File: config.mk
export PLATFORM = sky130hd
export DESIGN_NAME = regfile_copy_initiator
export DESIGN_NICKNAME = d
export VERILOG_FILES = /design/src/rtl/regfile_copy_initiator.sv
export SDC_FILE = /design/constraint.sdc
export NUM_CORES = 1
export LEC_CHECK = 0
export CAP_MARGIN = 20
export CORE_ASPECT_RATIO = 2
export CORE_UTILIZATION = 48
export CTS_CLUSTER_DIAMETER = 150
export CTS_CLUSTER_SIZE = 16
export DETAILED_ROUTE_END_ITERATION = 6
export DONT_BUFFER_PORTS = 1
export GPL_TIMING_DRIVEN = 0
export PLACE_DENSITY = 0.6
export SLEW_MARGIN = 20
export SYNTH_ARGS = -nofsm -noshare
export SYNTH_HDL_FRONTEND = slang
export SYNTH_SLANG_ARGS = --single-unit
File: constraint.sdc
create_clock -name CLK -period 3.9 [get_ports CLK]
set_clock_uncertainty 0.1 [all_clocks]
set_input_delay 0.78 -clock CLK [delete_from_list [all_inputs] [get_ports CLK]]
set_output_delay 0.78 -clock CLK [all_outputs]
set_load 0.02 [all_outputs]
File: src/rtl/regfile_copy_initiator.sv
// regfile_copy_initiator: copies LEN words inside a register-file responder over
// latency-insensitive token channels, one read/write step per handshake round.
module regfile_copy_initiator #(
    parameter int width = 32,
    parameter int n     = 5,
    parameter int lenw  = 6
) (
    input  logic             CLK,
    input  logic             RST,
    input  logic             START,
    input  logic [n-1:0]     START_SRC,
    input  logic [n-1:0]     START_DST,
    input  logic [lenw-1:0]  START_LEN,
    output logic             BUSY,
    output logic             DONE,
    output logic [n-1:0]     READ_REQ_WRITE,
    output logic             READ_REQ_WRITE_VALID,
    input  logic             READ_REQ_WRITE_CONSUMED,
    input  logic [width-1:0] READ_RESP_READ,
    input  logic             READ_RESP_READ_VALID,
    output logic             READ_RESP_READ_CONSUMED,
    output logic             WRITE_EN_WRITE,
    output logic             WRITE_EN_WRITE_VALID,
    input  logic             WRITE_EN_WRITE_CONSUMED,
    output logic [n-1:0]     WRITE_INDEX_WRITE,
    output logic             WRITE_INDEX_WRITE_VALID,
    input  logic             WRITE_INDEX_WRITE_CONSUMED,
    output logic [width-1:0] WRITE_DATA_WRITE,
    output logic             WRITE_DATA_WRITE_VALID,
    input  logic             WRITE_DATA_WRITE_CONSUMED
);
    localparam logic [1:0] IDLE = 2'd0, COPY = 2'd1, FIN = 2'd2;

    logic [1:0]       state;
    logic [n-1:0]     src, dst;
    logic [lenw-1:0]  len, step;
    logic [width-1:0] cap, hold;
    logic             rq_sent, en_sent, ix_sent, dt_sent, rsp_got;
    logic             copy, last, first;
    logic             rq_d, en_d, ix_d, dt_d, rsp_x, rsp_d, step_done;

    assign copy  = state == COPY;
    assign last  = step == len;
    assign first = step == '0;
    assign BUSY  = copy;
    assign DONE  = state == FIN;

    assign READ_REQ_WRITE_VALID    = copy && !rq_sent;
    assign WRITE_EN_WRITE_VALID    = copy && !en_sent;
    assign WRITE_INDEX_WRITE_VALID = copy && !ix_sent;
    assign WRITE_DATA_WRITE_VALID  = copy && !dt_sent;
    assign READ_RESP_READ_CONSUMED = copy && !rsp_got;

    // The final step re-reads SRC only to keep the responder's read/write pairing.
    assign READ_REQ_WRITE    = last ? src : src + step[n-1:0];
    assign WRITE_EN_WRITE    = !first;
    assign WRITE_INDEX_WRITE = first ? '0 : dst + step[n-1:0] + {n{1'b1}};
    assign WRITE_DATA_WRITE  = first ? '0 : hold;

    assign rq_d  = rq_sent || (READ_REQ_WRITE_VALID && READ_REQ_WRITE_CONSUMED);
    assign en_d  = en_sent || (WRITE_EN_WRITE_VALID && WRITE_EN_WRITE_CONSUMED);
    assign ix_d  = ix_sent || (WRITE_INDEX_WRITE_VALID && WRITE_INDEX_WRITE_CONSUMED);
    assign dt_d  = dt_sent || (WRITE_DATA_WRITE_VALID && WRITE_DATA_WRITE_CONSUMED);
    assign rsp_x = READ_RESP_READ_CONSUMED && READ_RESP_READ_VALID;
    assign rsp_d = rsp_got || rsp_x;
    assign step_done = copy && rq_d && en_d && ix_d && dt_d && rsp_d;

    always_ff @(posedge CLK) begin
        if (RST) begin
            state   <= IDLE;
            src     <= '0;
            dst     <= '0;
            len     <= '0;
            step    <= '0;
            cap     <= '0;
            hold    <= '0;
            rq_sent <= 1'b0;
            en_sent <= 1'b0;
            ix_sent <= 1'b0;
            dt_sent <= 1'b0;
            rsp_got <= 1'b0;
        end else if (state == IDLE) begin
            if (START) begin
                src   <= START_SRC;
                dst   <= START_DST;
                len   <= START_LEN;
                step  <= '0;
                state <= START_LEN == '0 ? FIN : COPY;
            end
        end else if (state == FIN) begin
            state <= IDLE;
        end else if (step_done) begin
            // hold feeds the next step's write; cap covers a response that arrived early
            if (!last) hold <= rsp_got ? cap : READ_RESP_READ;
            rq_sent <= 1'b0;
            en_sent <= 1'b0;
            ix_sent <= 1'b0;
            dt_sent <= 1'b0;
            rsp_got <= 1'b0;
            step    <= step + lenw'(1);
            if (last) state <= FIN;
        end else begin
            rq_sent <= rq_d;
            en_sent <= en_d;
            ix_sent <= ix_d;
            dt_sent <= dt_d;
            rsp_got <= rsp_d;
            if (rsp_x) cap <= READ_RESP_READ;
        end
    end
endmodule

After elaboration in Yosys (flattened, before gate mapping)
Index checks and enable logic that the tools add are counted.
- output and inout bits: 50
- flip-flop bits (word level): 93
- word-level logic and storage cells: 82
- add/subtract/negate cells: 4
- reduce and logical (&&, ||, !) cells: 38
- equal/unequal tests: 5
- bitwise operators: 4
- mux-type cells: 19
- operators by type and width (operator ; count):
    32-bit 2-to-1 mux ; 2
    6-bit 2-to-1 mux ; 4
    1-bit logical AND ; 15
    6-bit zero test ; 2
    2-bit 2-to-1 mux ; 6
    5-bit adder ; 2
    5-bit 2-to-1 mux ; 2
    4-bit AND reduction ; 2
    6-bit by 1-bit adder with 6-bit output (second input constant) ; 1
    6-bit == test ; 1
    1-bit zero test ; 6
    3-bit AND reduction ; 2
    3-bit nonzero test ; 2
    5-bit adder (second input constant) ; 1
    1-bit logical OR ; 5
    1-bit 2-to-1 mux ; 5
    1-bit NOT ; 4
    2-bit AND reduction ; 2
    2-bit by 1-bit == test with 1-bit output (second input constant) ; 1
    2-bit == test (second input constant) ; 1
    2-bit zero test ; 1
    2-bit by 1-bit inequality test with 1-bit output (second input constant) ; 1
    2-bit inequality test (second input constant) ; 1
    2-bit nonzero test ; 1

Longest topological paths before layout
Gate-level depths: netlist (run 1).
- depth in word-level cells: 12
- mapped depth: 8
- mapped depth without buffers: 8

Least setup slack after synthesis (run 1)
OpenSTA, ideal clock, no wires.
- path type: register -> output
- start point: reg step[0]
- end point: out READ_REQ_WRITE[4]
- buffers on the path: 0
- setup slack: 1.202 ns
- arrival: 1.818 ns
- cell stages (with the launch flop): 9
- data required time: 3.020 ns
- cells stage by stage: dfxtp_1 > ha_1 > inv_1 > fa_1 > nor2b_1 > o21a_1 > or3_1 > nand3_1 > xnor2_1
- longest elaborated chain between the ends: 2
- elaborated cells between the ends (all ways): 3
- classes of those cells: add/sub: 1; eq/ne: 1; mux: 1
- ends and longest elaborated chain (what ; line ; source):
    from (decl) ; 36 ; logic [lenw-1:0] len, step;
    from (signal assigned) ; 100 ; step <= step + lenw'(1);
    5-bit adder / 6-bit == test (equally long branches) ; 55, 43 ;
    5-bit 2-to-1 mux * ; 55 ; assign READ_REQ_WRITE = last ? src : src + step[n-1:0];
    to (decl) ; 16 ; output logic [n-1:0] READ_REQ_WRITE,
Every way passes the cells marked *; elsewhere a longest branch is shown, timed or not.

Worst setup path after layout (run 1)
- start point: reg step[2]
- end point: out WRITE_INDEX_WRITE[4]
- longest elaborated chain between the ends: 3
- elaborated cells between the ends (all ways): 4
- classes of those cells: add/sub: 2; mux: 1; reduce/logical: 1
- ends and longest elaborated chain (what ; line ; source):
    5-bit adder (2 in a row) ; 57 ; assign WRITE_INDEX_WRITE = first ? '0 : dst + step[n-1:0] + {n{1'b1}};
    5-bit 2-to-1 mux * ; 57 ;
    to (decl) ; 25 ; output logic [n-1:0] WRITE_INDEX_WRITE,
Marks and branches as above.

==> flow_summary.ini, run 1 <==
[synth]
synthesis.area_mm2 = 0.00461
ys_types = 42
synth_edf_count = 0
synthArstFlopShare_pct = 0
synth_common_cells = 93 x dfxtp_1, 86 x nor2_1, 64 x mux2i_1
yosys.area_share.xor_xnor_pct = 3.23
ys_top_cells_by_area = dfxtp_1 40%, mux2i_1 14%, a211oi_2 7.6%
synthSimpleGateAreaFrac_pct = 18.0
synth_top_cell_area_share_pct = 40.4
synth_top_cell_by_area = dfxtp_1
synth_top_family_by_area = simple AND/OR/NAND/NOR gates
ys_seq_elements = 93
ys.flop_type = dfxtp_1
synth_warnings = 0
synth-seq-area-share_pct = 40.4
synth_mux_area_share_pct = 14.4
syn_inst = 498
synth.most_common_cell = dfxtp_1
synth_compound_area_share_pct = 13.8
avgSynthCellArea_um2 = 9.26
synthAdderAreaFrac_pct = 4.40
synth_nets = 569

[critical_path]
worstPathRequired_ns = 3.02
reg2reg_slack_ns = 1.69
critical_path_arrival_ns = 2.45
timing.rr.start = state[0]
critPathLaunchType = flop
path_class = flop to output pin
rr_endpoint = hold[24]
end_kind = output pin
reg2reg_depth = 7
path_max_fanout = 7

[global_route]
grt_util_met1_pct = 20.7
grt_pass1_wl_um = 17100
use_met2_pct = 43.5
antenna_found_initial = 0
grt_max_degree = 16
grt_pass1_vias = 3521
grt.busiest_layer = met2
grt_use_met3_pct = 5.43
grt.overflow.total = 0
track_usage_pct = 22.1

[cts]
cts_max_level = 3
cts.path.max_buffers = 2
clk_pin_slew_worst_paths_ns = 0.06
cts.sinks = 93
cts_resized = 0
cts_hold_buf = 0
post_cts_buffers = 0
root_buffer = clkbuf_16
clk_latency_ns = 0.34
cts_tree = built
cts_buffers = 9

[final_layout]
seq_area_mm2 = 0.00186
diodes = 0
multi_input_area_mm2 = 0.00248
layout.nets = 580
fillers = 887
drive_gt1_share_pct = 13.0
area_growth_syn_to_layout_pct = 9.88

[detailed_routing]
route.detailed.drc = 8
routed-via-count = 3425
initialDrtViolationCount = 126
finalWirelength_um = 10500
first_pass_iters = 6
wire_per_inst_um = 17.0
antenna_left = 0
vias_per_cell = 5.54

[timing]
maxSlewViolCount = 0
rsz0062_at_grt = false
worstMarginPinSlew_ns = 0.790
setup_viol = 0
max_freq_mhz = 300
finalHoldViolations = 0
holdWs_ns = 0.356
min_period_over_period_pct = 85.4
tns_ns = 0
period_minus_slack_ns = 3.33
maxSlewHeadroom_pct = 47.3

[run_status]
status = finished, violations left
violations = design-rule violations

[floorplan]
coreArea_mm2 = 0.00932
io_pins = 106
initial_core_util_pct = 49.5
dieArea_mm2 = 0.0100
rows = 50
die_h_um = 141
die_w_um = 71.3

[hold_path]
holdCritPathClass = flop to flop
min_to = dst[0]
hold_start = dst[0]
hold_depth = 2

[power]
power.leakage_nw = 1.99
powerDensity_mw_per_mm2 = 446
total_power_mw = 2.26
peakVddDrop_mv = 0.338

[job]
maxCapViolations = 0

[place]
dp_hpwl_um = 8240
routabilityCongestion = 0.796
port_buffers = 0
-- layout make-up --
class,count,area share (%)
buffer,33,3.63
clock buffer,11,4.79
clock inverter,5,1.63
inverter,22,1.65
multi-input combinational,350,49.0
sequential,93,36.7
tap,104,2.57
-- state kept, by name (all words and copies together), names as in the netlist --
name,flops
ix_sent,1
src,5
dst,5
state,2
dt_sent,1
len,6
rq_sent,1
cap,32
step,6
en_sent,1
hold,32
rsp_got,1
-- through the flow --
stage	instance area [um2]	cells	util [%]	setup slack (ns)
CTS	5070	618	54.3	0.546
global route	5070	618	54.3	0.404
detailed placement	4740	602	50.9	0.920
floorplan	4610	498	-	1.20
global placement	4740	602	50.9	0.921
finish	5070	618	54.3	0.568
-- cell usage in the layout (no fill, tap or decap), types with 3 or more instances in the layout --
cell / n
nand2_1: 35
nor2_1: 86
buf_6: 6
a211oi_2: 28
nor2b_1: 34
dfxtp_1: 93
ha_1: 13
clkbuf_16: 9
xnor2_1: 8
clkbuf_1: 21
nor3_1: 10
inv_1: 20
a21oi_1: 24
nand3_1: 4
buf_4: 3
mux2i_1: 64
a211oi_1: 5
xor2_1: 9
-- cell families after synthesis --
logic type | count (synthesis)
adder cells (fa/ha/maj) | 15
AND/OR/NAND/NOR | 182
flip-flops | 93
buffers and inverters | 55
AO/OA/AOI/OAI | 70
XOR/XNOR | 17
multiplexers | 66
-- report_power, final --
part / total, mW / switching [mW] / internal, mW
clock: 0.946 / 0.364 / 0.582
sequential: 1.01 / 0.0249 / 0.989
combinational: 0.298 / 0.188 / 0.110
-- layer usage --
| layer | routed length (um) | up-vias | share of wire, % |
|---|---|---|---|
| met2 | 6050 | 81 | 58 |
| met4 | 269 | 0 | 2.6 |
| met5 | 0 | - | 0 |
| met3 | 516 | 21 | 4.9 |
| li1 | - | 1702 | - |
| met1 | 3650 | 1621 | 35 |
-- critical path: stages (launching register included) --
cell     delay (ns)
dfxtp_1        0.50
inv_1          0.15
ha_1           0.36
inv_1          0.05
ha_1           0.28
a21o_1         0.18
a21oi_1        0.17
xnor2_1        0.11
nor2_1         0.31
-- how the worst max path moves through the flow --
stage / from / end / slack (ns) / depth (start not counted)
final: step[2] / WRITE_INDEX_WRITE[4] / 0.57 / 8
after global routing: step[2] / WRITE_INDEX_WRITE[4] / 0.40 / 8
after CTS: step[2] / WRITE_INDEX_WRITE[4] / 0.55 / 8
after detailed placement: step[2] / WRITE_INDEX_WRITE[4] / 0.92 / 8
after global placement: step[2] / WRITE_INDEX_WRITE[4] / 0.92 / 8
after floorplan: step[0] / READ_REQ_WRITE[4] / 1.20 / 8
Power figures use the tool's default switching activity.
==> run 2: changes to the inputs <==
--- a/config.mk
+++ b/config.mk
@@ -14,6 +14,7 @@
 export DONT_BUFFER_PORTS = 1
 export GPL_TIMING_DRIVEN = 0
 export PLACE_DENSITY = 0.6
+export SKIP_CTS_REPAIR_TIMING = 1
 export SLEW_MARGIN = 20
 export SYNTH_ARGS = -nofsm -noshare
 export SYNTH_HDL_FRONTEND = slang
==> results of run 2 <==
Final layout, timing and power as in run 1 (identical DEF).
